`src/rtl/array_alu_wr_feeder.sv`:
```
// array_alu_wr_feeder: turns a valid/ready word stream into single-beat AXI4
// writes to consecutive, wrapping array addresses. Outstanding writes are
// bounded, and completed and failed B responses are counted.
module array_alu_wr_feeder #(
  parameter int                ADDR_W     = 32,
  parameter int                DATA_W     = 32,
  parameter logic [ADDR_W-1:0] BASE_ADDR  = '0,
  parameter int                NUM_WORDS  = 16,
  parameter int                MAX_OUTST  = 4,
  parameter int                FIFO_DEPTH = 2
) (
  input  logic              clk,
  input  logic              reset,
  input  logic              s_valid,
  output logic              s_ready,
  input  logic [DATA_W-1:0] s_data,
  input  logic              clr_idx,
  output logic              awvalid,
  input  logic              awready,
  output logic [ADDR_W-1:0] awaddr,
  output logic              wvalid,
  input  logic              wready,
  output logic [DATA_W-1:0] wdata,
  input  logic              bvalid,
  input  logic [1:0]        bresp,
  output logic              bready,
  output logic              busy,
  output logic [15:0]       wr_cnt,
  output logic [7:0]        err_cnt
);

  localparam int STRIDE = DATA_W / 8;
  localparam int IW     = (NUM_WORDS > 1) ? $clog2(NUM_WORDS) : 1;
  localparam int OW     = $clog2(MAX_OUTST + 1);
  localparam int PW     = (FIFO_DEPTH > 1) ? $clog2(FIFO_DEPTH) : 1;
  localparam int CW     = $clog2(FIFO_DEPTH + 1);

  localparam logic [IW-1:0] IDX_LAST  = IW'(NUM_WORDS - 1);
  localparam logic [OW-1:0] OUTST_MAX = OW'(MAX_OUTST);
  localparam logic [CW-1:0] FIFO_FULL = CW'(FIFO_DEPTH);

  localparam logic [1:0] S_IDLE      = 2'd0;
  localparam logic [1:0] S_ISSUE     = 2'd1;
  localparam logic [1:0] S_WAIT_SLOT = 2'd2;

  // Input buffer. The pointers wrap naturally because the depth is a power of 2.
  logic [DATA_W-1:0] mem_q [FIFO_DEPTH];
  logic [PW-1:0]     wrPtr_q, rdPtr_q;
  logic [CW-1:0]     fifoCnt_q;
  logic              fifoFull, fifoEmpty, push, pop;

  logic [1:0]        state_q, state_d;
  logic              awvalid_q, awvalid_d;
  logic              wvalid_q, wvalid_d;
  logic [DATA_W-1:0] beat_q, beat_d;
  logic [IW-1:0]     idx_q, idx_d;
  logic [OW-1:0]     outst_q, outst_d;
  logic [15:0]       wrCnt_q;
  logic [7:0]        errCnt_q;

  logic awHs, wHs, bHs, awDone, wDone;

  assign fifoFull  = (fifoCnt_q == FIFO_FULL);
  assign fifoEmpty = (fifoCnt_q == '0);
  assign s_ready   = ~reset & ~fifoFull;
  assign bready    = ~reset;
  assign push      = s_valid & s_ready;

  assign awHs   = awvalid_q & awready;
  assign wHs    = wvalid_q & wready;
  assign bHs    = bvalid & bready;
  // A channel counts as done once its valid has dropped or is handshaking now.
  assign awDone = ~awvalid_q | awHs;
  assign wDone  = ~wvalid_q | wHs;

  assign busy    = ~fifoEmpty | (state_q != S_IDLE) | (outst_q != '0);
  assign awvalid = awvalid_q;
  assign wvalid  = wvalid_q;
  assign wdata   = beat_q;
  assign awaddr  = BASE_ADDR + (ADDR_W'(idx_q) * ADDR_W'(STRIDE));
  assign wr_cnt  = wrCnt_q;
  assign err_cnt = errCnt_q;

  // Buffer storage is written on every accepted word and needs no reset.
  always_ff @(posedge clk) begin
    if (push) mem_q[wrPtr_q] <= s_data;
  end

  // Buffer pointers and occupancy; reset empties the buffer.
  always_ff @(posedge clk) begin
    if (reset) begin
      wrPtr_q   <= '0;
      rdPtr_q   <= '0;
      fifoCnt_q <= '0;
    end else begin
      if (push) wrPtr_q <= wrPtr_q + PW'(1);
      if (pop)  rdPtr_q <= rdPtr_q + PW'(1);
      fifoCnt_q <= fifoCnt_q + CW'(push) - CW'(pop);
    end
  end

  // Beat FSM: pop a word into the beat register, drive AW and W, advance the index.
  always_comb begin
    state_d   = state_q;
    awvalid_d = awvalid_q;
    wvalid_d  = wvalid_q;
    beat_d    = beat_q;
    idx_d     = idx_q;
    pop       = 1'b0;
    case (state_q)
      S_IDLE: begin
        if (!fifoEmpty) begin
          if (outst_q < OUTST_MAX) begin
            pop       = 1'b1;
            beat_d    = mem_q[rdPtr_q];
            awvalid_d = 1'b1;
            wvalid_d  = 1'b1;
            state_d   = S_ISSUE;
          end else begin
            state_d = S_WAIT_SLOT;
          end
        end
      end
      S_WAIT_SLOT: begin
        if (bHs) state_d = S_IDLE;
      end
      S_ISSUE: begin
        if (awHs) awvalid_d = 1'b0;
        if (wHs)  wvalid_d  = 1'b0;
        if (awDone && wDone) begin
          state_d = S_IDLE;
          idx_d   = (idx_q == IDX_LAST) ? '0 : idx_q + IW'(1);
        end
      end
      default: state_d = S_IDLE;
    endcase
    if (clr_idx && !busy) idx_d = '0;
  end

  // Outstanding count: AW handshakes add, B handshakes subtract, a stray B is ignored.
  always_comb begin
    outst_d = outst_q;
    if (awHs && !(bHs && outst_q != '0)) begin
      outst_d = outst_q + OW'(1);
    end else if (!awHs && bHs && outst_q != '0) begin
      outst_d = outst_q - OW'(1);
    end
  end

  // FSM, beat and index registers; reset drops any beat in flight.
  always_ff @(posedge clk) begin
    if (reset) begin
      state_q   <= S_IDLE;
      awvalid_q <= 1'b0;
      wvalid_q  <= 1'b0;
      beat_q    <= '0;
      idx_q     <= '0;
      outst_q   <= '0;
    end else begin
      state_q   <= state_d;
      awvalid_q <= awvalid_d;
      wvalid_q  <= wvalid_d;
      beat_q    <= beat_d;
      idx_q     <= idx_d;
      outst_q   <= outst_d;
    end
  end

  // Response counters: every B counts, error responses saturate at 255.
  always_ff @(posedge clk) begin
    if (reset) begin
      wrCnt_q  <= '0;
      errCnt_q <= '0;
    end else if (bHs) begin
      wrCnt_q <= wrCnt_q + 16'd1;
      if (bresp != 2'b00 && errCnt_q != 8'hFF) errCnt_q <= errCnt_q + 8'd1;
    end
  end

endmodule

```
`config.mk`:
```
export PLATFORM = sky130hd
export DESIGN_NAME = array_alu_wr_feeder
export DESIGN_NICKNAME = d
export VERILOG_FILES = /design/src/rtl/array_alu_wr_feeder.sv
export SDC_FILE = /design/constraint.sdc
export NUM_CORES = 1
export LEC_CHECK = 0
export ABC_AREA = 1
export BUFFER_PORTS_ARGS = -buffer_cell sky130_fd_sc_hd__buf_2
export CAP_MARGIN = 10
export CORE_MARGIN = 2
export CORE_UTILIZATION = 55
export DETAILED_ROUTE_END_ITERATION = 8
export GPL_ROUTABILITY_DRIVEN = 1
export GPL_TIMING_DRIVEN = 0
export PLACE_DENSITY_LB_ADDON = 0.08
export SYNTH_ARGS = -nofsm -noshare
export SYNTH_HDL_FRONTEND = slang
export SYNTH_SLANG_ARGS = --single-unit
```
`constraint.sdc`:
```
create_clock -name clk -period 5.4 [get_ports clk]
set_input_delay 0.54 -clock clk [delete_from_list [all_inputs] [get_ports clk]]
set_output_delay 0.54 -clock clk [all_outputs]
set_load 0.005 [all_outputs]
```
## Word-level counts from Yosys, hierarchy flattened

Memory sizes are Yosys's and may differ from the RTL's. A register that Yosys moved wholly into a read port is not among the register bits.
Index checks and enable logic that the tools add are counted.

| word-level totals | value |
|---|---|
| word-level logic and storage cells | 89 |
| bits in writable memories | 64 |
| bits in registers | 39 |
| memories kept | 1 |
| input port bits | 41 |

| cells by class | value |
|---|---|
| $lt $le $gt $ge | 1 |
| multiplexer cells | 19 |
| equal/unequal tests | 11 |
| $add $sub $neg | 9 |
| reductions and logical operators | 24 |
| bitwise logic cells | 14 |

Memories:

| memory | words | width | rd ports | clocked after memory_dff | wr ports | RTL line | source |
|---|---|---|---|---|---|---|---|
| mem_q | 2 | 32 | 1 | 1 | 1 | 47 | `logic [DATA_W-1:0] mem_q [FIFO_DEPTH];` |

Operator list:

| kind | count |
|---|---|
| $add 16x1->16 const B | 1 |
| $ne 2x2->1 const B | 6 |
| $mux 1 | 9 |
| $add 8x1->8 const B | 1 |
| $mux 2 | 4 |
| $ne 8x8->1 const B | 1 |
| $reduce_and 4->1 | 2 |
| $reduce_bool 2->1 | 4 |
| $logic_and 1x1->1 | 7 |
| $mux 3 | 2 |
| $pmux 2 s3 | 1 |
| $reduce_and 3->1 | 2 |
| $and 1x1->1 | 5 |
| $not 1->1 | 5 |
| $add 4x1->4 const B | 1 |
| $eq 2x2->1 const B | 2 |
| $eq 4x4->1 const B | 1 |
| $logic_not 2->1 | 2 |
| $mux 4 | 1 |
| $or 1x1->1 | 4 |
| $pmux 1 s2 | 2 |
| $reduce_and 2->1 | 2 |
| $add 3x1->3 const B | 1 |
| $logic_not 1->1 | 3 |
| 8 further kinds | 9 |

## Longest topological paths before layout

Gate-level depths: netlist of run 1.

| depth | value |
|---|---|
| depth after elaboration | 7 |
| gate-level depth with buffers | 12 |
| depth with buffers taken out | 11 |

## Least setup slack after synthesis of run 1

No wires, ideal clock.

| timing | value |
|---|---|
| kind | input to register |
| start | in reset |
| end | mem mem_q[0][0] (enable) |
| data arrival time | 2351 ps |
| buffers on the path | 1 |
| required time | 4979 ps |
| stages | 4 |
| slack | 2628 ps |
| cells stage by stage | buf_2 > nor2_1 > nand2_1 > nor2_1 |

| on the way | value |
|---|---|
| word-level cells in the longest chain between the ends | 5 |

RTL lines:

| item | RTL line | source |
|---|---|---|
| start: declaration | 13 | `input logic reset,` |
| $not 1->1 | 65 | `assign s_ready = ~reset & ~fifoFull;` |
| $and 1x1->1 | 65 |  |
| net s_ready | 15 | `output logic s_ready,` |
| $and 1x1->1 | 67 | `assign push = s_valid & s_ready;` |
| $mux 1 | 86 | `if (push) mem_q[wrPtr_q] <= s_data;` |
| $mux 1 (implied by the code) | 86 |  |
| end: declaration | 47 |  |

The timed path passes the listed nets, and every way through them passes these cells.

## Final worst setup path of run 1

| timing | value |
|---|---|
| start | reg state_q[1] |
| end | out busy |

| on the way | value |
|---|---|
| word-level cells in the longest chain between the ends | 3 |

RTL lines:

| item | RTL line | source |
|---|---|---|
| start: declaration | 52 | `logic [1:0] state_q, state_d;` |
| start signal: assignment | 160 | `state_q <= state_d;` |
| $reduce_bool 2->1 | 76 | `assign busy = ~fifoEmpty \| (state_q != S_IDLE) \| (outst_q != '0);` |
| $or 1x1->1 (2 in series) | 76 |  |
| end: declaration | 27 | `output logic busy,` |

No other way between the ends.

==> results.md, run 1 <==
- Dividing the detail-routed wire length by the instance count gives 12.9 um.
- The worst reg-to-reg setup slack is 3.39 ns.
- The die extent in y is 106 um.
- The clock root buffer is sky130_fd_sc_hd__clkbuf_8.
- Ranked by instance count, the synthesized netlist is headed by 220 x sky130_fd_sc_hd__nand2_1, 71 x sky130_fd_sc_hd__dfxtp_1, 64 x sky130_fd_sc_hd__edfxtp_1, 59 x sky130_fd_sc_hd__a21oi_1, 42 x sky130_fd_sc_hd__inv_1.
- The routed design has 12000 um of wire.
- The number of gates resized after cts is 0.
- The detail-routed via count per cell is 4.85.
- The kind of end point of the critical path is an output pin.
- In the final layout, the share of cells above drive strength 1 is 0.247.
- After synthesis the cells add up to 5690 sq um.
- The total power divided by cell area is 488 nW/um^2.
- In this run the static leakage power is 3.23 nW.
- Once placement finished, the instance area stood at 6550 sq um.
- The maximum number of pins on one net before global-route repair is 23.
- The post-CTS setup buffer count is 0.
- Buffers placed on the I/O ports in this run total 104.
- The detail route stage leaves a number of antenna-violating nets equal to 0.
- The clock tree from TritonCTS is built.
- The shortest clock period the worst path allows after layout is 2.05 ns.
- For this run, the number of Yosys warnings is 0.
- The H-tree generated during clock tree synthesis spans 4 levels.
- The maximum count of clock buffers along a single path is 2.
- In the finished design, the share of the clock period the worst path needs comes to 0.379.
- The proportion of netlist area held by the largest area contributor is 0.338.
- Ranked by total cell area, the synthesized netlist is headed by sky130_fd_sc_hd__edfxtp_1 34%, sky130_fd_sc_hd__dfxtp_1 25%, sky130_fd_sc_hd__nand2_1 15%.
- The initial standard-cell utilization of the core is 0.559.
- The highest clock rate is 0.488 GHz.
- The number of inserted filler cells in the final layout is 804.
- The global-route wire length before repair is 19000 um.
- The worst register-to-register path ends at fifoCnt_q[1].
- After detailed routing, the number of remaining DRC violations is 0.
- The clock buffer count from CTS is 17.
- The number of synthesized register bits is 135.
- The dominant synthesized flop cell is sky130_fd_sc_hd__dfxtp_1.
- The global route total overflow is 0.
- Setup repair after global routing left no endpoint under its margin.
- The worst pin sits at a relative slew slack of 0.624.
- The via count of the first global-routing pass is 4291.
- The number of hold violations in the final report is 0.
- The cts-stage hold buffer count is 0.
- The tool flagged a number of max-cap violations equal to 0.
- The number of diodes added for antenna fixing is 0.
- The start of the worst register-to-register path is state_q[1].
- The violation count after the first detailed-route iteration is 267.
- The largest total area in the synthesized netlist belongs to sky130_fd_sc_hd__edfxtp_1.
- Setup violations remaining at the end of the flow were counted as 0.
- After legalization and detailed placement, the total HPWL measured 8370 um.
- The later pin in the worst-skew pair is clocked with a latency of 0.51 ns.
- The final clock skew is 0.0105 ns.
- For this run, the detailed router's first-pass iteration total came to 5.
- STA puts the critical path data required time at 4.86 ns.
- Compared with the post-synthesis result, the final layout area differs by 26.5%.
- The number of enable flip-flop cells after synthesis is 64.
- The worst setup path is launched from a flop.
- The global-route usage over all layers is 0.220.
- The most critical setup path has its endpoint at busy.
- The clock transition at the register clock pins on the worst setup and hold paths after CTS is 0.06 ns.
- The run finished with clean final reports.
- The sequential share of the synthesized area is 0.588.
- For the worst flop-to-flop path, the logic depth is 12.
- The floorplan has 37 rows.
- The highest ir drop seen on vdd is 0.000322 V.
- The min-delay analysis places its worst path in the category primary input to flop.
- The area taken by multi-input logic gates is 1950 sq um.
- In the synthesized netlist the async set-or-reset flop fraction comes to 0.
- Each instance of the synthesized netlist takes up on average 9.04 sq um.
- The post-layout instance area is 7200 sq um.
- The largest fanout on the critical path is 4.
- Counting every sink on the clock net gives 135.
- The horizontal die dimension is 106 um.
- The final core utilization is 0.707.
- The synthesized netlist cell count is 629.
- Routability-driven placement finished with a final weighted congestion of 0.849.
- The final max-slew violation count is 0.
- After routing, the total negative slack on setup checks comes to 0 ns.
- At the pin with the least slew margin, the transition time is 0.563 ns.
- Across all layers, the routed design uses 4514 vias.
- The initial antenna violation count is 0.
- The area of the core region is 10200 sq um.
- The area of the die is 11200 sq um.
- The endpoint arrival time on the critical path is 1.51 ns.
- The origin of the worst setup path is state_q[1].
- The number of nets in the final layout is 828.
- The count of unique library cells instantiated by Yosys is 35.
- The worst setup path is of the flop to output pin kind.
- By instance count, the leading cell after synthesis is sky130_fd_sc_hd__nand2_1.
- The area used by sequential logic in the layout is 3340 sq um.
- 134 I/O pins were placed.
## flip-flops by register name (all words and copies together), names as in the netlist, 2 cells and up
name / flops
outst_q: 3
wr_cnt: 16
err_cnt: 8
wdata: 32
state_q: 2
idx_q: 4
mem_q: 64
fifoCnt_q: 2
## through the flow
step	total power [mW]	instances	worst slack, ns	hold slack [ns]
after floorplan	1.95	656	2.63	0.460
after global placement	2.24	896	1.76	0.448
after detailed placement	2.27	898	3.30	0.451
after CTS	3.54	930	3.33	0.189
after global routing	3.71	930	3.21	0.190
final	3.51	930	3.35	0.210
## cells by family (layout without fill, tap and decap cells)
kind of cell | count (synthesis) | after routing | share of synthesized area
simple gates | 301 | 301 | 0.220
flops | 135 | 135 | 0.588
buf+inv | 97 | 235 | 0.0906
compound gates | 80 | 80 | 0.0730
xor+xnor | 9 | 9 | 0.0139
fa+ha+maj | 6 | 6 | 0.0145
other cells | 1 | 28 | 0.000659
## layout by cell type, fill, tap and decap left out, drive strengths merged, types with 2 or more instances in the layout
master,Yosys,layout
nand2,223,223
buf,44,150
dfxtp,71,71
edfxtp,64,64
a21oi,59,59
nor2,47,47
inv,46,46
conb,1,28
clkbuf,6,24
o21ai,19,19
nand3,15,15
clkinv,1,8
nand4,7,7
xor2,6,6
bufinv,0,6
nor3,5,5
ha,5,5
xnor2,3,3
nor3b,2,2
## report_power, final
part	switching (mW)	total [mW]	internal (mW)
Clock	0.416	1.25	0.839
Combinational	0.578	0.942	0.365
Sequential	0.0829	1.32	1.23
Total	1.08	3.51	2.44
## routing by layer
| layer | GRT usage | up-vias | part of all wire |
|---|---|---|---|
| met5 | 0 | - | 0 |
| met4 | 0.102 | 0 | 0.019 |
| met3 | 0.0550 | 21 | 0.062 |
| met2 | 0.387 | 151 | 0.51 |
| met1 | 0.251 | 2063 | 0.41 |
| li1 | - | 2279 | - |
## worst max-delay path, stage by stage (launching register included)
cell and delay [ns]:
sky130_fd_sc_hd__dfxtp_1 0.33, sky130_fd_sc_hd__nor2_1 0.16, sky130_fd_sc_hd__inv_1 0.11, sky130_fd_sc_hd__nor2_1 0.19, sky130_fd_sc_hd__nand2_1 0.09, sky130_fd_sc_hd__buf_2 0.13
## cell type report
cell class	instances	share of cell area
clock buffer	18	0.0580
timing repair buffer	106	0.0799
tap	136	0.0236
clock inverter	14	0.0320
inverter	47	0.0245
multi-input combinational	424	0.270
buffer	50	0.0471
sequential	135	0.464
## worst min path at each step
| stage | start | to | slack [ns] | cells past startpoint |
|---|---|---|---|---|
| finish | s_data[22] | mem_q[0][22] | 0.21 | 1 |
| global route | s_data[23] | mem_q[1][23] | 0.19 | 1 |
| CTS | s_data[23] | mem_q[1][23] | 0.19 | 1 |
| detailed placement | wdata[6] | wdata[6] | 0.45 | 2 |
| global placement | wdata[4] | wdata[4] | 0.45 | 2 |
| floorplan | wrPtr_q | wrPtr_q | 0.46 | 2 |
Note: power is estimated with default switching activity, not from simulation.
==> inputs of run 2 (changes only) <==
- CORE_UTILIZATION: 55 -> 48
- clock period: 5.4 -> 1.8 ns (I/O delays scaled with it)
==> run 2 against run 1 <==
  * The run now ends with DRC left
  * Total power grew to 3.1 times the previous value
  * Utilization is 4.7 points lower
  * Register-to-register slack worse by 3.3 ns
  * Sequential power grew to 3.0 times the previous value
  * Global-route usage is 1.7 points lower
  * Clock-buffer cell count is 2 higher
  * Cell area is 5.5% higher
  * Die area is 14% higher
  * Via count is 2.8% higher
  * Flip-flop and latch count stayed put
  * Clock skew is 0.0043 ns lower
  * Largest power group unchanged
  * Highest routed layer unchanged
==> results.md, run 2 (synthesized netlist as in run 1, its figures left out) <==
- The via count of the first global-routing pass was 4282.
- The congestion estimate from routability-driven global placement came to 0.809.
- The first global-routing pass estimated 20100 um of wire.
- The floorplan row count is 39.
- In this run the worst path has a maximum fanout of 4.
- The horizontal die dimension is 113 um.
- The detailed-routing iteration count for the pre-antenna-repair pass is 6.
- The switching portion of total power is 0.315.
- The path class of the tightest hold or removal check is primary input to flop.
- After filler insertion, the fill cell instance count of the layout stands at 965.
- After clock tree synthesis, the clock-pin slew on the worst setup and hold paths is 0.06 ns.
- The endpoint of the most critical register-to-register path is fifoCnt_q[1].
- The clock latency on the worst-skew pair is 0.42 ns.
- The depth of the worst hold-timing path is 3.
- Ranked by flip-flop count, first place goes to mem_q.
- The average detailed-routed wire length per instance is 13.1 um.
- The die is 113 um tall.
- The share of total power dissipated in sequential elements is 0.370.
- CTS saw 135 sinks.
- The total internal power is 7.37 mW.
- In this run, CTS created clock tree buffers numbering 17.
- The clock tree synthesis step divided the H-tree into 4 levels.
- The count of nets left with antenna violations once routing finished came out at 0.
- The post-synthesis to final-layout area growth is 33.5%.
- The register with the most flip-flops in the layout has 64 of them.
- The commonest non-fill, non-tap cell in the layout is sky130_fd_sc_hd__nand2_1.
- The initial utilization of the core area, before any placement, comes to 0.494.
- The final worst-path cycle share is 0.949.
- The die covers 12700 sq um.
- Summed over all layers, the global routing overflow is 0.
- The kind of end point of the critical path is a flop.
- The tool flagged a number of max-cap violations equal to 0.
- Of the cells placed in the final design, the portion with a size suffix greater than 1 is 0.257.
- The final route contains 4641 vias.
- TritonCTS built the clock tree.
- Port buffering added 104 buffers.
- The proportion of power drawn by the clock network is 0.340.
- The share of power burned in combinational logic is 0.290.
- The area of the core region is 11500 sq um.
- In the layout the commonest cells are 219 x sky130_fd_sc_hd__nand2_1, 111 x sky130_fd_sc_hd__buf_2, 69 x sky130_fd_sc_hd__dfxtp_1.
- STA puts the critical path data required time at 2.15 ns.
- The number of setup violations in the final report is 0.
- In the routed design, unresolved DRC markers number 9.
- In the global route stage, overall resource usage came out at 0.202.
- Detailed placement finished with a half-perimeter wire length of 8620 um.
- The initial antenna violation count was 0.
- Once layout is complete, the utilization of the core stands at 0.659.
- The final reports fail on DRC.
- The detail-routed via count per cell is 4.77.
- The static power due to leakage is 3.39 nW.
- The endpoint arrival time on the critical path is 2.06 ns.
- The number of hold violations in the final report is 0.
- The beginning of the worst hold path is bvalid.
- The shortest clock period the worst path allows after layout is 1.71 ns.
- The repair_antennas step left the layout with diodes totalling 0.
- The violation count after the first detailed-route iteration is 251.
- Measured in cells, the most critical reg-to-reg path has a length of 12.
- The area used by sequential logic in the layout is 3350 sq um.
- The worst hold path terminates at wr_cnt[0].
- At the end of the flow, the number of nets in the layout was 864.
- The type of element launching the critical path is a flop.
- On the final layout, the worst hold slack is 0.104 ns.
- The total power divided by cell area is 1420 nW/um^2.
- The worst pin sits at a relative slew slack of 0.621.
- Across the VDD grid, the largest voltage drop is 0.000904 V.
- Across all register-to-register paths, the minimum setup slack is 0.09 ns.
- The longest clock path from root to sink contains 2 buffers.
- The final max-slew violation count is 0.
- The analysis attributes to net switching a power of 3.39 mW.
- The run finished, with violations left.
- During I/O placement, the number of pins put on the boundary was 134.
- The tree is rooted in a sky130_fd_sc_hd__clkbuf_16.
- The area taken by multi-input logic gates is 2000 sq um.
- The wire length after detailed routing is 12800 um.
- The setup path with the least slack is of type flop to flop.
- The highest clock rate is 0.585 GHz.
- On the final layout, the worst clock skew is 0.00619 ns.
- The startpoint identified for the worst register-to-register timing path is state_q[0].
- The transition at the pin with the smallest max-transition slack is 0.569 ns.
- The maximum number of pins on one net before global-route repair is 30.
## run 2: cell count changes in the layout (fill, tap and decap cells not counted), sizes merged
cell	change
bufinv	-2
dlygate4sd3	+32
clkinv	-2
clkbuf	+2
buf	+4
clkinvlp	+2
## run 2: power groups by stage
stage          logic, mW  registers [mW]  clock network (mW)
5_1_grt             3.53            4.03                3.84
4_1_cts             2.98            3.97                3.69
3_3_place_gp        2.75            4.00                   0
6_report            3.13            3.98                3.66
3_5_place_dp        2.82            4.02                   0
2_1_floorplan       1.85            4.01                   0
## run 2: metal layers
layer | wire length (um) | GRT usage
met5 | 0 | 0
met4 | 179 | 0.0740
met3 | 765 | 0.0589
met2 | 6440 | 0.352
met1 | 5400 | 0.239
## run 2: worst max path at each step
stage	cells past startpoint	slack, ns	end	from
floorplan	5	-0.15	mem_q[0][0]	fifoCnt_q[1]
global placement	5	-0.76	mem_q[0][28]	fifoCnt_q[1]
detailed placement	12	-0.12	fifoCnt_q[1]	state_q[1]
CTS	11	0.005	fifoCnt_q[1]	fifoCnt_q[0]
global route	11	-0.009	fifoCnt_q[1]	fifoCnt_q[0]
finish	12	0.09	fifoCnt_q[1]	state_q[0]
## run 2: per-stage QoR
step,instance area (sq um),power [mW],setup slack [ns],std cells,setup TNS [ns]
2_1_floorplan,5800,5.86,-0.148,656,-9.47
3_3_place_gp,6490,6.75,-0.765,903,-48.86
3_5_place_dp,6550,6.84,-0.116,905,-0.116
4_1_cts,7530,10.6,0.00482,971,0
5_1_grt,7590,11.4,-0.00909,973,-0.00909
6_report,7590,10.8,0.0918,973,0
## run 2: area by class of cell
| type | count | share of cell area |
|---|---|---|
| Buffer | 50 | 0.0451 |
| Clock buffer | 20 | 0.0601 |
| Clock inverter | 12 | 0.0231 |
| Inverter | 47 | 0.0236 |
| Multi-Input combinational cell | 424 | 0.263 |
| Sequential cell | 135 | 0.441 |
| Tap cell | 143 | 0.0236 |
| Timing Repair Buffer | 142 | 0.120 |
## run 2: worst max-delay path: stages, from the launching register on
cell and delay, ns:
sky130_fd_sc_hd__dfxtp_4 0.36, sky130_fd_sc_hd__nor2_4 0.12, sky130_fd_sc_hd__inv_2 0.06, sky130_fd_sc_hd__nor2_4 0.12, sky130_fd_sc_hd__nand2_4 0.08, sky130_fd_sc_hd__inv_4 0.06, sky130_fd_sc_hd__buf_6 0.10, sky130_fd_sc_hd__ha_4 0.18
sky130_fd_sc_hd__inv_1 0.05, sky130_fd_sc_hd__ha_2 0.18, sky130_fd_sc_hd__xnor2_2 0.11, sky130_fd_sc_hd__o21ai_1 0.09, sky130_fd_sc_hd__a21oi_1 0.13
## run 2: what timing repair did
action / CTS / global route
pin swaps: 4 / 5
resized for setup: 7 / 12
hold buffers: 32 / 0
buffers inserted: 2 / 2
setup endpoints to repair: 1 / 3
hold endpoints to repair: 64 / 0
